<file path="src/rtl/mem_access_ctrl_pkg.sv">
// Shared types for the memory-access stage: RV32I load/store funct3 encodings,
// controller states and the misalignment check used when MA_MISALIGN_TRAP_EN is defined.
package rv32i_types;

    typedef enum logic [2:0] {
        LB  = 3'b000,
        LH  = 3'b001,
        LW  = 3'b010,
        LBU = 3'b100,
        LHU = 3'b101
    } load_funct3_t;

    typedef enum logic [2:0] {
        SB = 3'b000,
        SH = 3'b001,
        SW = 3'b010
    } store_funct3_t;

endpackage

package mem_access_ctrl_pkg;

    import rv32i_types::*;

    typedef enum logic [1:0] {
        IDLE = 2'd0,
        BUSY = 2'd1,
        DONE = 2'd2
    } ma_state_t;

    // Word accesses must be word aligned; halfwords may not straddle the word boundary.
    function automatic logic ma_misaligned(input logic [2:0] funct3, input logic [1:0] off);
        logic r;
        case (funct3)
            LW:      r = (off != 2'b00);
            LH, LHU: r = (off == 2'b11);
            default: r = 1'b0;
        endcase
        return r;
    endfunction

endpackage

</file>
<file path="src/rtl/mem_access_ctrl_load_align.sv">
// Combinational load aligner: shifts the addressed byte lane down and
// sign/zero-extends according to funct3 (unknown encodings behave as lw).
module load_align
    import rv32i_types::*;
#(
    parameter int XLEN = 32
) (
    input  logic [XLEN-1:0] i_rdata,
    input  logic [1:0]      i_off,
    input  logic [2:0]      i_funct3,
    output logic [XLEN-1:0] o_data
);

    logic [XLEN-1:0] w_shifted;

    // Lane shift followed by width/sign selection.
    always_comb begin
        w_shifted = i_rdata >> {i_off, 3'b000};
        case (i_funct3)
            LB:      o_data = {{(XLEN-8){w_shifted[7]}}, w_shifted[7:0]};
            LBU:     o_data = {{(XLEN-8){1'b0}}, w_shifted[7:0]};
            LH:      o_data = {{(XLEN-16){w_shifted[15]}}, w_shifted[15:0]};
            LHU:     o_data = {{(XLEN-16){1'b0}}, w_shifted[15:0]};
            default: o_data = w_shifted;
        endcase
    end

endmodule

</file>
<file path="src/rtl/mem_access_ctrl.sv">
// Memory-access stage controller: one registered dcache request per load/store,
// stall until dmem_resp, one-cycle release. MA_MISALIGN_TRAP_EN adds the misaligned trap.
module mem_access_ctrl
    import rv32i_types::*;
    import mem_access_ctrl_pkg::*;
#(
    parameter int XLEN = 32
) (
    input  logic            clk,
    input  logic            rst,
    input  logic            valid_in,
    input  logic            is_load,
    input  logic            is_store,
    input  logic [2:0]      funct3,
    input  logic [XLEN-1:0] addr_in,
    input  logic [3:0]      mbe_in,
    input  logic [XLEN-1:0] store_data_in,
    input  logic [XLEN-1:0] dmem_rdata,
    input  logic            dmem_resp,
    output logic            dmem_read,
    output logic            dmem_write,
    output logic [XLEN-1:0] dmem_addr,
    output logic [XLEN-1:0] dmem_wdata,
    output logic [3:0]      dmem_mbe,
    output logic            ma_stall,
    output logic [XLEN-1:0] load_data,
    output logic            load_valid
`ifdef MA_MISALIGN_TRAP_EN
    ,
    output logic            misaligned
`endif
);

    ma_state_t       r_state;
    ma_state_t       w_next_state;
    logic            r_dmem_read;
    logic            r_dmem_write;
    logic [XLEN-1:0] r_dmem_addr;
    logic [XLEN-1:0] r_dmem_wdata;
    logic [3:0]      r_dmem_mbe;
    logic [XLEN-1:0] r_load_data;
    logic            r_load_valid;
    logic            r_misaligned;
    logic [1:0]      r_off;
    logic [2:0]      r_funct3;
    logic            r_is_load;
    logic            w_mem_op;
    logic            w_accept;
    logic            w_mis;
    logic            w_stall;
    logic [XLEN-1:0] w_load_ext;

    assign w_mem_op = valid_in && (is_load || is_store);
    assign w_accept = (r_state == IDLE) && w_mem_op;

`ifdef MA_MISALIGN_TRAP_EN
    assign w_mis      = ma_misaligned(funct3, addr_in[1:0]);
    assign misaligned = r_misaligned;
`else
    assign w_mis = 1'b0;
`endif

    load_align #(.XLEN(XLEN)) u_load_align (
        .i_rdata  (dmem_rdata),
        .i_off    (r_off),
        .i_funct3 (r_funct3),
        .o_data   (w_load_ext)
    );

    // State register.
    always_ff @(posedge clk) begin
        if (rst) begin
            r_state <= IDLE;
        end else begin
            r_state <= w_next_state;
        end
    end

    // Next-state logic; DONE never samples EX/MA since it still holds the serviced op.
    always_comb begin
        w_next_state = r_state;
        case (r_state)
            IDLE: begin
                if (w_accept) begin
                    w_next_state = w_mis ? DONE : BUSY;
                end else begin
                    w_next_state = IDLE;
                end
            end
            BUSY: begin
                if (dmem_resp) begin
                    w_next_state = DONE;
                end else begin
                    w_next_state = BUSY;
                end
            end
            DONE:    w_next_state = IDLE;
            default: w_next_state = IDLE;
        endcase
    end

    // Stall output: raised combinationally at acceptance so EX/MA freezes immediately.
    always_comb begin
        w_stall = 1'b0;
        case (r_state)
            IDLE:    w_stall = w_mem_op;
            BUSY:    w_stall = 1'b1;
            DONE:    w_stall = 1'b0;
            default: w_stall = 1'b0;
        endcase
    end

    // Request registers and latched instruction context.
    always_ff @(posedge clk) begin
        if (rst) begin
            r_dmem_read  <= 1'b0;
            r_dmem_write <= 1'b0;
            r_dmem_addr  <= '0;
            r_dmem_wdata <= '0;
            r_dmem_mbe   <= 4'b0000;
            r_load_data  <= '0;
            r_off        <= 2'b00;
            r_funct3     <= 3'b000;
            r_is_load    <= 1'b0;
        end else begin
            case (r_state)
                IDLE: begin
                    if (w_accept && !w_mis) begin
                        r_dmem_read  <= is_load;
                        r_dmem_write <= !is_load;
                        r_dmem_addr  <= {addr_in[XLEN-1:2], 2'b00};
                        r_dmem_wdata <= store_data_in << {addr_in[1:0], 3'b000};
                        r_dmem_mbe   <= mbe_in;
                        r_off        <= addr_in[1:0];
                        r_funct3     <= funct3;
                        r_is_load    <= is_load;
                    end
                end
                BUSY: begin
                    if (dmem_resp) begin
                        r_dmem_read  <= 1'b0;
                        r_dmem_write <= 1'b0;
                        if (r_is_load) begin
                            r_load_data <= w_load_ext;
                        end
                    end
                end
                default: ;
            endcase
        end
    end

    // One-cycle completion flags, both visible only in DONE.
    always_ff @(posedge clk) begin
        if (rst) begin
            r_load_valid <= 1'b0;
            r_misaligned <= 1'b0;
        end else begin
            r_load_valid <= (r_state == BUSY) && dmem_resp && r_is_load;
            r_misaligned <= w_accept && w_mis;
        end
    end

    assign dmem_read  = r_dmem_read;
    assign dmem_write = r_dmem_write;
    assign dmem_addr  = r_dmem_addr;
    assign dmem_wdata = r_dmem_wdata;
    assign dmem_mbe   = r_dmem_mbe;
    assign ma_stall   = w_stall;
    assign load_data  = r_load_data;
    assign load_valid = r_load_valid;

`ifndef MA_MISALIGN_TRAP_EN
    logic w_unused;
    assign w_unused = r_misaligned;
`endif

endmodule
</file>
<file path="config.mk">
export PLATFORM = sky130hd
export DESIGN_NAME = mem_access_ctrl
export DESIGN_NICKNAME = d
export VERILOG_FILES = /design/src/rtl/mem_access_ctrl_pkg.sv /design/src/rtl/mem_access_ctrl_load_align.sv /design/src/rtl/mem_access_ctrl.sv
export SDC_FILE = /design/constraint.sdc
export NUM_CORES = 1
export LEC_CHECK = 0
export ABC_AREA = 1
export CORE_UTILIZATION = 30
export DETAILED_ROUTE_END_ITERATION = 10
export PLACE_DENSITY = 0.66
export SLEW_MARGIN = 40
export SYNTH_ARGS = -nofsm -noshare
export SYNTH_HDL_FRONTEND = slang
export SYNTH_SLANG_ARGS = --single-unit
</file>
<file path="constraint.sdc">
create_clock -name clk -period 1.8 [get_ports clk]
set_clock_uncertainty 0.15 [all_clocks]
set_input_delay 0.45 -clock clk [delete_from_list [all_inputs] [get_ports clk]]
set_output_delay 0.45 -clock clk [all_outputs]
set_load 0.005 [all_outputs]
</file>
Yosys cells after proc, flatten, opt, wreduce, memory -nomap -nowiden
Index checks and enable logic that the tools add are counted.

storage, ports and cells
  flip-flop bits (word level) = 109
  input bits = 109
  output and inout bits = 104
  logic and storage cells = 41

cells by class
  equal/unequal tests = 6
  shift-type cells = 2
  muxes and demuxes = 10
  reduce and logical (&&, ||, !) cells = 12

operators by type and width
  cell                  count
  $pmux W32 S4          1
  $shl A32 B5 Y32       1
  $shr A32 B5 Y32       1
  $eq A3 B3 Y1 const B  2
  $pmux W1 S2           3
  $reduce_and A3 Y1     2
  $logic_and A1 B1 Y1   4
  $mux W1               4
  $ne A2 B2 Y1 const B  2
  $pmux W2 S2           1
  $eq A3 B1 Y1 const B  1
  $logic_not A3 Y1      1
  $eq A2 B1 Y1 const B  1
  $logic_not A2 Y1      1
  $mux W2               1
  $reduce_and A2 Y1     1
  $reduce_bool A2 Y1    1
  $logic_not A1 Y1      1
  $logic_or A1 B1 Y1    1

Depth between registers and ports, before layout
Gate-level depths: netlist of the first run.

  depth in word-level cells = 5
  depth in mapped cells = 10
  depth with buffers taken out = 8

Modules after synthesis
Synthesis of the first run repeated with hierarchy kept, for this count alone.

second synthesis, totals
  cell total of the unflattened synthesis = 831
  area total of the unflattened synthesis = 5360.1 µm²

modules (own cells, without submodules)
  module           times used  cells an instance  area each (µm²)  sequential area each (µm²)
  mem_access_ctrl  1           666                4549.4           2182.1
  load_align       1           165                810.8            0.0

Worst setup path before layout of the first run
No wires, ideal clock.

  path kind = input -> output
  start = input is_store
  end = output ma_stall
  arrival = 1.035 ns
  required time = 1.200 ns
  path slack = 0.165 ns
  stages on the path = 5
  buffers on the path = 1
  cells stage by stage = inv_1 nand2_1 nand3_2 clkbuf_1 nand2_1

on the way
  cells in the longest elaborated chain, start to end = 3

RTL lines
  item                 line                    source
  start: declaration   mem_access_ctrl.sv:13   input logic is_store,
  $logic_or A1 B1 Y1   mem_access_ctrl.sv:53   assign w_mem_op = valid_in && (is_load || is_store);
  $logic_and A1 B1 Y1  mem_access_ctrl.sv:53
  $pmux W1 S2          mem_access_ctrl.sv:105  case (r_state)
  end: declaration     mem_access_ctrl.sv:25   output logic ma_stall,

Every way passes these cells.

Worst setup path in the final report of the first run
  start = register r_load_data[3], in the netlist load_data[3]
  end = output load_data[3]

RTL lines
  item                      line                    source
  start: declaration        mem_access_ctrl.sv:41   logic [XLEN-1:0] r_load_data;
  start signal: assignment  mem_access_ctrl.sv:144  r_load_data <= w_load_ext;
  end: declaration          mem_access_ctrl.sv:26   output logic [XLEN-1:0] load_data,

No word-level cell between the ends.

==> results.md, run 1 <==
* Status: completed
* Syn Area/Cell at 6.56 µm²
* Slowest CP cell: clkdlybuf4s50_1
* Slew headroom at 65.8%
* Worst r2r src: r_state[0]
* Achievable Freq at 562 MHz
* Crit start category: flop
* Drt wl/cell at 13.6 µm
* DRT antenna net count at 0
* Final Max Slew Viols at 0
* Mux cell area share after synthesis at 0%
* Critical path class: flop to output port
* Chip height at 132 µm
* Kind of cell adding the most delay to the critical path: buffers and inverters
* Layout Cells excl Fill at 1,217
* Setup slack, reg-to-reg at 0.22 ns
* # port buffers at 210
* Seq cells post-synth at 109
* Clock Latency Late Sink at 0.36 ns
* Pin count of the biggest net entering global routing at 50
* CP bufs+invs at 1
* Routability cong. at 0.872
* DR vias at 5,634
* Ant. Diodes at 0
* Share of cells above drive strength 1 at 12.0%
* Critical Path Source: load_data[3]
* Clk pin slew, worst setup/hold paths at 0.07 ns
* Leak at 4.14 nW
* Core area at 0.0165 mm²
* Synth Area in Simple Gates at 34.8%
* CP Cell Sequence: clkdlybuf4s50_1
* Commonest non-fill, non-tap cell in the layout: nand2_1
* HP Class: flop to flop
* Dpl ws at -0.452 ns
* Top post-synthesis cells by area: dfxtp_1 43%, nand2_1 21%, a21oi_1 9.0%, nand3_1 5.9%, nor2_1 5.0%
* Kind of end point of the critical path: output port
* Initial core utilization at 30.7%
* 1st-iter DRT viols at 239
* Critical Path Fanout Max at 2
* Pwr Density at 733 mW/mm²
* CTS tree: done
* Post-CTS setup buffer count at 0
* Largest family of logic cells by synthesized area: simple AND/OR/NAND/NOR gates
* Final Util at 48.7%
* Placed Cells at 1,201
* Post-Synth XOR/XNOR Area at 0%
* Post-Syn Instances at 773
* Die X at 132 µm
* Hold Path End: dmem_addr[6]
* Hold depth at 2
* Count of unique library cells instantiated by Yosys at 22
* Post-Syn Area at 0.00507 mm²
* Max cap viols at 0
* First-pass GRT wire length at 26.6 mm
* Hold_ws at 0.312 ns
* Global route overflow at 0
* TritonCTS Sinks at 109
* Critical path's largest stage delay at 0.49 ns
* Row cnt at 47
* Drt first pass iters at 5
* Hold_sp: dmem_addr[6]
* Max VDD drop at 0.441 mV
* Die ar. at 0.0174 mm²
* Critical path arrival at 1.18 ns
* Crit path time final at 1.78 ns
* Post-synth top area share at 43.1%
* Count of final hold-check violations at 0
* Antenna violations before repair at 1
* WP data required at 1.20 ns
* Cell taking the most area after synthesis: dfxtp_1
* Worst-margin pin slew at 0.507 ns
* Root Buffer: clkbuf_16
* Worst r2r path cells at 7
* Commonest cells after routing, fill and taps aside: 280 x nand2_1, 108 x clkdlybuf4s50_1, 91 x a21oi_1
* GR Util All Layers at 19.1%
* Ys Warns at 0
* Vias in the first global route at 5,277
* CTS buffer count at 9
* Sequential area share after synthesis at 43.1%
* Final worst slack at 0.0213 ns
* Final setup viols at 0
* Cts hold-fix bufs at 0
* Final wirelength at 16.6 mm
* Post-DP HPWL at 12.0 mm
* IO Pins at 213
* Compound-Gate Fraction of Synth Area at 13.8%
* Period utilization at 98.8%
* Residual DRC at 0
* Vias per cell at 4.63
* Reg2Reg Capture Point: dmem_wdata[5]
* Area Growth Syn to Fin at 58.8%
* Nets@finish at 1,101
* Adder-Cell Fraction of Synth Area at 0%
* H-tree depth at 3
* Clock buffer depth at 2
-- registers in the layout, summed over array words and instances (netlist names), 2 cells and up --
| name | cells |
|---|---|
| r_off | 2 |
| r_state | 2 |
| dmem_mbe | 4 |
| dmem_addr | 30 |
| load_data | 32 |
| dmem_wdata | 32 |
| r_funct3 | 3 |
-- layout make-up --
| class | instances | area [µm²] |
|---|---|---|
| flip-flops and latches | 109 | 2220 |
| clock inverters | 5 | 66.3 |
| repair buffers | 262 | 2620 |
| multi-input cells | 570 | 2470 |
| well taps | 220 | 275 |
| fillers | 1682 | 8480 |
| inverters | 40 | 150 |
| clock buffers | 11 | 243 |
-- logic make-up after synthesis --
logic type / count (synthesis)
and+or+nand+nor: 432
AOI/OAI and AO/OA: 136
DFF: 109
buffers and inverters: 95
other: 1
-- worst max path at each step --
stage,end,slack (ns),cells after the start
finish,load_data[3],0.02,1
global route,dmem_wdata[20],-0.004,1
CTS,load_data[30],0.0003,1
detailed placement,ma_stall,-0.45,6
global placement,ma_stall,-0.44,6
floorplan,ma_stall,0.17,5
-- metal layers --
metal | global-route usage [%] | vias up | share of wire (%)
met5 | 0 | - | 0.084
met3 | 6.04 | 28 | 9.2
li1 | - | 2901 | -
met4 | 8.20 | 2 | 2.5
met1 | 23.5 | 2491 | 43
met2 | 30.7 | 212 | 45
-- what timing repair did --
item                       CTS  global route
setup endpoints to repair   95            29
pin swaps                    1             0
gates resized for setup    112            26
-- Yosys cell counts, drive strengths merged --
library cell,count
a21oi,91
buf,33
clkbuf,22
clkinv,1
conb,1
dfxtp,109
inv,39
nand2,282
nand3,62
nand4,9
nor2,69
nor3,1
o211ai,8
o21ai,37
or2,9
-- where the power goes --
group	internal (mW)	switching [mW]	total (mW)
Sequential	2.53	0.0595	2.59
Clock	1.14	0.953	2.09
Combinational	0.614	0.605	1.22
-- stage by stage --
step                TNS (ns)  cell area, µm²  power (mW)
floorplan                  0            5070        3.19
global placement      -21.17            7740        3.93
detailed placement    -22.39            7740        3.93
CTS                        0            7990        5.97
global route        -0.00350            8050        6.21
finish                     0            8050        5.90
-- worst reg2reg max path, delay by kind of cell, from the launching register on --
| family | cells | cell delay, ns |
|---|---|---|
| AO/OA/AOI/OAI | 1 | 0.15 |
| buffers and inverters | 3 | 0.52 |
| flip-flops | 1 | 0.33 |
| AND/OR/NAND/NOR | 3 | 0.36 |
Power figures use the tool's default switching activity.
==> inputs of run 2 (changes only) <==
--- a/config.mk
+++ b/config.mk
@@ -7,9 +7,11 @@
 export LEC_CHECK = 0
 export ABC_AREA = 1
 export CORE_UTILIZATION = 30
+export CTS_BUF_LIST = sky130_fd_sc_hd__clkbuf_4
 export DETAILED_ROUTE_END_ITERATION = 10
-export PLACE_DENSITY = 0.66
+export PLACE_DENSITY = 0.65
 export SLEW_MARGIN = 40
 export SYNTH_ARGS = -nofsm -noshare
 export SYNTH_HDL_FRONTEND = slang
+export SYNTH_HIERARCHICAL = 1
 export SYNTH_SLANG_ARGS = --single-unit
==> results.md, run 2 <==
* Sequential area share after synthesis at 40.7% (was 43.1%)
* DRT antenna net count at 0 (unchanged)
* Residual DRC at 0 (unchanged)
* Cts hold-fix bufs at 0 (unchanged)
* Hold_ws at 0.265 ns (was 0.312 ns)
* Final worst slack at -0.0272 ns (was 0.0213 ns)
* Critical path class: flop to output port (unchanged)
* Layout Cells excl Fill at 1,274 (was 1,217)
* Status: finished, violations left (was completed)
* Ys Warns at 6 (was 0)
* Die ar. at 0.0184 mm² (was 0.0174 mm²)
* Post-Syn Area at 0.00536 mm² (was 0.00507 mm²)
* Final Max Slew Viols at 0 (unchanged)
* H-tree depth at 3 (unchanged)
* Worst r2r path cells at 8 (was 7)
* CTS buffer count at 9 (unchanged)
* Critical path arrival at 1.23 ns (was 1.18 ns)
* Setup TNS at -0.0272 ns (was 0 ns)
* 1st-iter DRT viols at 313 (was 239)
* Die X at 136 µm (was 132 µm)
* Commonest non-fill, non-tap cell in the layout: nand2_1 (unchanged)
* Initial core utilization at 30.9% (was 30.7%)
* Period utilization at 102% (was 98.8%)
* Row cnt at 48 (was 47)
* TritonCTS Sinks at 109 (unchanged)
* CTS tree: done (unchanged)
* Core area at 0.0174 mm² (was 0.0165 mm²)
* IO Pins at 213 (unchanged)
* Most frequent cell after synthesis: nand2_1 (unchanged)
* Pin count of the biggest net entering global routing at 57 (was 50)
* Antenna violations before repair at 2 (was 1)
* Clock Latency Late Sink at 0.50 ns (was 0.36 ns)
* Vias in the first global route at 5,476 (was 5,277)
* RSZ-0062 raised after global routing: true
* Placed Cells at 1,254 (was 1,201)
* Crit start category: flop (unchanged)
* Kind of end point of the critical path: output port (unchanged)
* Seq cells post-synth at 109 (unchanged)
* Setup slack, reg-to-reg at 0.14 ns (was 0.22 ns)
* Post-Syn Instances at 831 (was 773)
* Leak at 3.95 nW (was 4.14 nW)
* HP Class: input port to flop (was flop to flop)
* DR vias at 5,897 (was 5,634)
* Max VDD drop at 0.313 mV (was 0.441 mV)
* Failing checks: negative setup slack
* Syn Area/Cell at 6.45 µm² (was 6.56 µm²)
* Post-DP HPWL at 12.8 mm (was 12.0 mm)
* Global route overflow at 0 (unchanged)
* WP data required at 1.20 ns (about the same)
* GR Util All Layers at 19.1% (about the same)
* Commonest cells post-synth: 255 x nand2_1, 112 x nor2_1, 109 x dfxtp_1, 90 x a21oi_1, 73 x inv_1 (was 280 x nand2_1, 109 x dfxtp_1, 91 x a21oi_1, 68 x nor2_1, 60 x nand3_1)
* Root Buffer: clkbuf_4 (was clkbuf_16)
* Commonest cells after routing, fill and taps aside: 253 x nand2_1, 110 x nor2_1, 105 x clkdlybuf4s50_1 (was 280 x nand2_1, 108 x clkdlybuf4s50_1, 91 x a21oi_1)
* CP endpoint: ma_stall (was load_data[3])
* Number of synthesized flops with an enable pin at 0 (unchanged)
* Pwr Density at 656 mW/mm² (was 733 mW/mm²)
* Share of cells above drive strength 1 at 17.9% (was 12.0%)
* Critical Path Fanout Max at 2 (unchanged)
* # port buffers at 210 (unchanged)
* Clk pin slew, worst setup/hold paths at 0.20 ns (was 0.07 ns)
* Chip height at 136 µm (was 132 µm)
* Drt wl/cell at 13.9 µm (was 13.6 µm)
* Drt first pass iters at 4 (was 5)
* Reg2Reg Capture Point: load_data[28] (was dmem_wdata[5])
* Final setup viols at 1 (was 0)
* Dpl ws at -0.510 ns (was -0.452 ns)
* Crit path time final at 1.83 ns (was 1.78 ns)
* Count of unique library cells instantiated by Yosys at 26 (was 22)
* Count of final hold-check violations at 0 (unchanged)
* First-pass GRT wire length at 27.3 mm (was 26.6 mm)
* Clock buffer depth at 2 (unchanged)
* Final wirelength at 17.7 mm (was 16.6 mm)
* Vias per cell at 4.63 (about the same)
* Nets@finish at 1,151 (was 1,101)
* Routability cong. at 0.844 (was 0.872)
* Max cap viols at 0 (unchanged)
* Primary FF master, synth: dfxtp_1 (unchanged)
* Post-synth top area share at 40.7% (was 43.1%)
* Worst r2r src: r_off[1] (was r_state[0])
* Area Growth Syn to Fin at 52.8% (was 58.8%)
* Async set-reset flop share out of synthesis at 0% (unchanged)
* Critical Path Source: r_state[0] (was load_data[3])
* Achievable Freq at 547 MHz (was 562 MHz)
* Cell taking the most area after synthesis: dfxtp_1 (unchanged)
* Top post-synthesis cells by area: dfxtp_1 41%, nand2_1 18%, a21oi_1 8.4%, nor2_1 7.8%, nand3_1 5.1% (was dfxtp_1 43%, nand2_1 21%, a21oi_1 9.0%, nand3_1 5.9%, nor2_1 5.0%)
## run 2: through the flow
step	area (µm²)	util (%)	total power, mW
2_1_floorplan	5360	-	3.28
3_3_place_gp	7940	45.7	4.00
3_5_place_dp	7940	45.7	4.01
4_1_cts	8130	46.8	5.42
5_1_grt	8190	47.2	5.69
6_report	8190	47.2	5.37
## run 2: routing by layer
metal  vias to the layer above  track usage (%)  share of wire [%]
met5                         -                0                  0
met4                         0             6.62                1.9
met3                        24             6.66                9.7
met2                       199             31.2                 46
met1                      2650             23.1                 43
li1                       3024                -                  -
## run 2: what timing repair did
action                                  4_1_cts  5_1_grt
gates resized for setup                     207       47
pin swaps                                     2        3
cloned                                        0        0
endpoints found under the setup margin      102       44
setup buffers                                 1        1
## run 2: layout make-up
class	instances	area, µm²
Antenna cell	2	5.00
Clock buffer	9	67.6
Clock inverter	7	103
Fill cell	1812	9160
Inverter	78	295
Multi-Input combinational cell	586	2600
Sequential cell	109	2310
Tap cell	225	282
Timing Repair Buffer	258	2530
## run 2: critical path, stage by stage (launching register included)
cell and delay [ns]:
dfxtp_2 0.39, inv_2 0.05, nor2_4 0.09, inv_2 0.05, nand2_2 0.05, buf_2 0.10
## run 2: worst min-delay path by stage
stage / from / to / depth (start not counted)
floorplan: r_is_load / r_is_load / 2
global placement: dmem_write / dmem_write / 2
detailed placement: dmem_write / dmem_write / 2
CTS: rst / dmem_addr[15] / 3
global route: rst / dmem_addr[12] / 3
finish: rst / dmem_addr[20] / 3
## run 2: power breakdown
part           leakage [nW]  total, mW  switching, mW  internal [mW]
clock                0.0901       1.45          0.980          0.473
sequential            0.932       2.61         0.0644           2.55
combinational          2.93       1.31          0.655          0.653
total                  3.95       5.37           1.70           3.67
## run 2: cells by family after synthesis
group	synth area share, %
AO/OA/AOI/OAI	14.4
buffers and inverters	11.6
flip-flops	40.7
other	0.0700
AND/OR/NAND/NOR	33.3
==> inputs of run 3 (changes only) <==
==> constraint.sdc (replaced) <==
create_clock -name clk -period 2.3 [get_ports clk]
set_clock_uncertainty 0.15 [all_clocks]
set_input_delay 0.575 -clock clk [delete_from_list [all_inputs] [get_ports clk]]
set_output_delay 0.575 -clock clk [all_outputs]
set_load 0.01 [all_outputs]
==> results.md, run 3 (same netlist as run 2, synthesis figures left out) <==
* Status: completed (was finished, violations left)
* Vias per cell at 4.63 (about the same)
* CTS tree: done (unchanged)
* Drt wl/cell at 14.0 µm (was 13.9 µm)
* Commonest cells after routing, fill and taps aside: 254 x nand2_1, 208 x clkdlybuf4s50_1, 111 x nor2_1 (was 253 x nand2_1, 110 x nor2_1, 105 x clkdlybuf4s50_1)
* Crit path time final at 2.19 ns
* Setup slack, reg-to-reg at 0.50 ns (was 0.14 ns)
* Slew headroom at 54.5%
* Share of cells above drive strength 1 at 5.78% (was 17.9%)
* Die X at 136 µm (unchanged)
* Final wirelength at 17.5 mm (was 17.7 mm)
* Row cnt at 48 (unchanged)
* Count of final hold-check violations at 0 (unchanged)
* Ant. Diodes at 0 (was 2)
* Final Max Slew Viols at 0 (unchanged)
* Achievable Freq at 456 MHz
* CP endpoint: dmem_wdata[26] (was ma_stall)
* Drt first pass iters at 5 (was 4)
* H-tree depth at 3 (unchanged)
* 1st-iter DRT viols at 303 (was 313)
* Core area at 0.0174 mm² (unchanged)
* Routability cong. at 0.821 (was 0.844)
* M1 GR Usage at 23.3% (was 23.1%)
* Worst r2r path cells at 7 (was 8)
* CP Cell Sequence: clkdlybuf4s50_1 (was inv_2 -> nor2_4 -> inv_2 -> nand2_2 -> buf_2)
* Worst-margin pin slew at 0.682 ns
* Pwr Density at 532 mW/mm² (was 656 mW/mm²)
* Worst r2r src: r_off[0] (was r_off[1])
* Post-DP HPWL at 12.5 mm (was 12.8 mm)
* Residual DRC at 0 (unchanged)
* CTS buffer count at 9 (unchanged)
* Pin count of the biggest net entering global routing at 50 (was 57)
* Critical Path Source: dmem_wdata[26] (was r_state[0])
* Initial core utilization at 30.9% (unchanged)
* Crit start category: flop (unchanged)
* Slowest CP cell: clkdlybuf4s50_1 (was dfxtp_2)
* TritonCTS Sinks at 109 (unchanged)
* Critical path class: flop to output port (unchanged)
* Met3 GRT Util at 6.17% (was 6.66%)
* Antenna violations before repair at 0 (was 2)
* RSZ-0062 raised after global routing: false (was true)
* Max VDD drop at 0.248 mV (was 0.313 mV)
* CP bufs+invs at 1 (was 3)
* Max cap viols at 0 (unchanged)
* Die ar. at 0.0184 mm² (unchanged)
* Grt met2 use at 31.5% (was 31.2%)
* GR Util All Layers at 19.2% (was 19.1%)
* Vias in the first global route at 5,449 (was 5,476)
* Kind of end point of the critical path: output port (unchanged)
* # fillers at 1,828 (was 1,812)
* DR vias at 5,767 (was 5,897)
* Final setup viols at 0 (was 1)
* Reg2Reg Capture Point: load_data[25] (was load_data[28])
* Clock Latency Late Sink at 0.49 ns (was 0.50 ns)
* Clock buffer depth at 2 (unchanged)
* Leak at 3.40 nW (was 3.95 nW)
* Critical path arrival at 1.47 ns (was 1.23 ns)
* Kind of cell adding the most delay to the critical path: buffers and inverters (was flip-flops)
* Critical Path Fanout Max at 2 (unchanged)
* Chip height at 136 µm (unchanged)
* Cts hold-fix bufs at 0 (unchanged)
* Global route overflow at 0 (unchanged)
* Root Buffer: clkbuf_4 (unchanged)
* Final Util at 44.9% (was 47.2%)
* IO Pins at 213 (unchanged)
* Period utilization at 95.4%
* DRT antenna net count at 0 (unchanged)
* Area Growth Syn to Fin at 45.4% (was 52.8%)
* # port buffers at 210 (unchanged)
* HP Class: input port to flop (unchanged)
* Critical path depth in cells at 1 (was 5)
* Clk pin slew, worst setup/hold paths at 0.19 ns (was 0.20 ns)
* Nets@finish at 1,125 (was 1,151)
* WP data required at 1.57 ns (was 1.20 ns)
* Setup TNS at 0 ns (was -0.0272 ns)
* Commonest non-fill, non-tap cell in the layout: nand2_1 (unchanged)
* GRT busiest layer: met2 (unchanged)
* First-pass GRT wire length at 27.5 mm (was 27.3 mm)
* Critical path's largest stage delay at 0.58 ns (was 0.39 ns)
run 3: cell types whose count changed in the layout (fill, tap and decap cells not counted), sizes merged, moves of 2 or more:
cell / previous run / this run
diode: 2 / 0
buf: 50 / 23
clkdlybuf4s50: 105 / 208
dlygate4sd2: 62 / 0
clkdlybuf4s15: 39 / 0
run 3: metal layers:
metal	routed length, µm	vias up
met5	0	-
met4	325	0
met3	1720	25
met2	7980	204
met1	7440	2571
li1	-	2967
run 3: layout make-up:
type                            count  area (µm²)  area share, %
Clock buffer                        9        67.6          0.867
Sequential cell                   109        2180           28.0
Tap cell                          225         282           3.61
Timing Repair Buffer              232        2290           29.4
Multi-Input combinational cell    586        2580           33.1
Inverter                           78         295           3.79
Clock inverter                      7        93.8           1.20
run 3: repair_timing:
| action | in CTS | in global routing |
|---|---|---|
| setup buffers | 0 | 0 |
| gates cloned | 0 | 0 |
| endpoints found under the setup margin | 1 | 1 |
| gates resized for setup | 3 | 1 |
run 3: power breakdown:
group / internal, mW / total, mW / switching, mW
clock: 0.359 / 1.09 / 0.729
sequential: 1.98 / 2.03 / 0.0484
combinational: 0.497 / 1.03 / 0.530
run 3: worst min-delay path by stage:
stage	startpoint	to	depth (start not counted)	slack (ns)
floorplan	r_is_load	r_is_load	2	0.29
global placement	dmem_write	dmem_write	2	0.30
detailed placement	dmem_write	dmem_write	2	0.30
CTS	rst	dmem_wdata[14]	2	0.26
global route	rst	dmem_wdata[1]	2	0.28
finish	rst	dmem_wdata[1]	2	0.29
run 3: per-stage QoR:
stage          hold WS (ns)  setup slack [ns]  std cells  power (mW)  instance area (µm²)
6_report              0.292             0.107       1246        4.15                 7790
5_1_grt               0.276            0.0365       1246        4.40                 7790
4_1_cts               0.257            0.0109       1246        4.21                 7800
3_5_place_dp          0.302            -0.322       1230        3.10                 7630
3_3_place_gp          0.301            -0.306       1229        3.09                 7610
2_1_floorplan         0.290             0.389        832        2.60                 5360
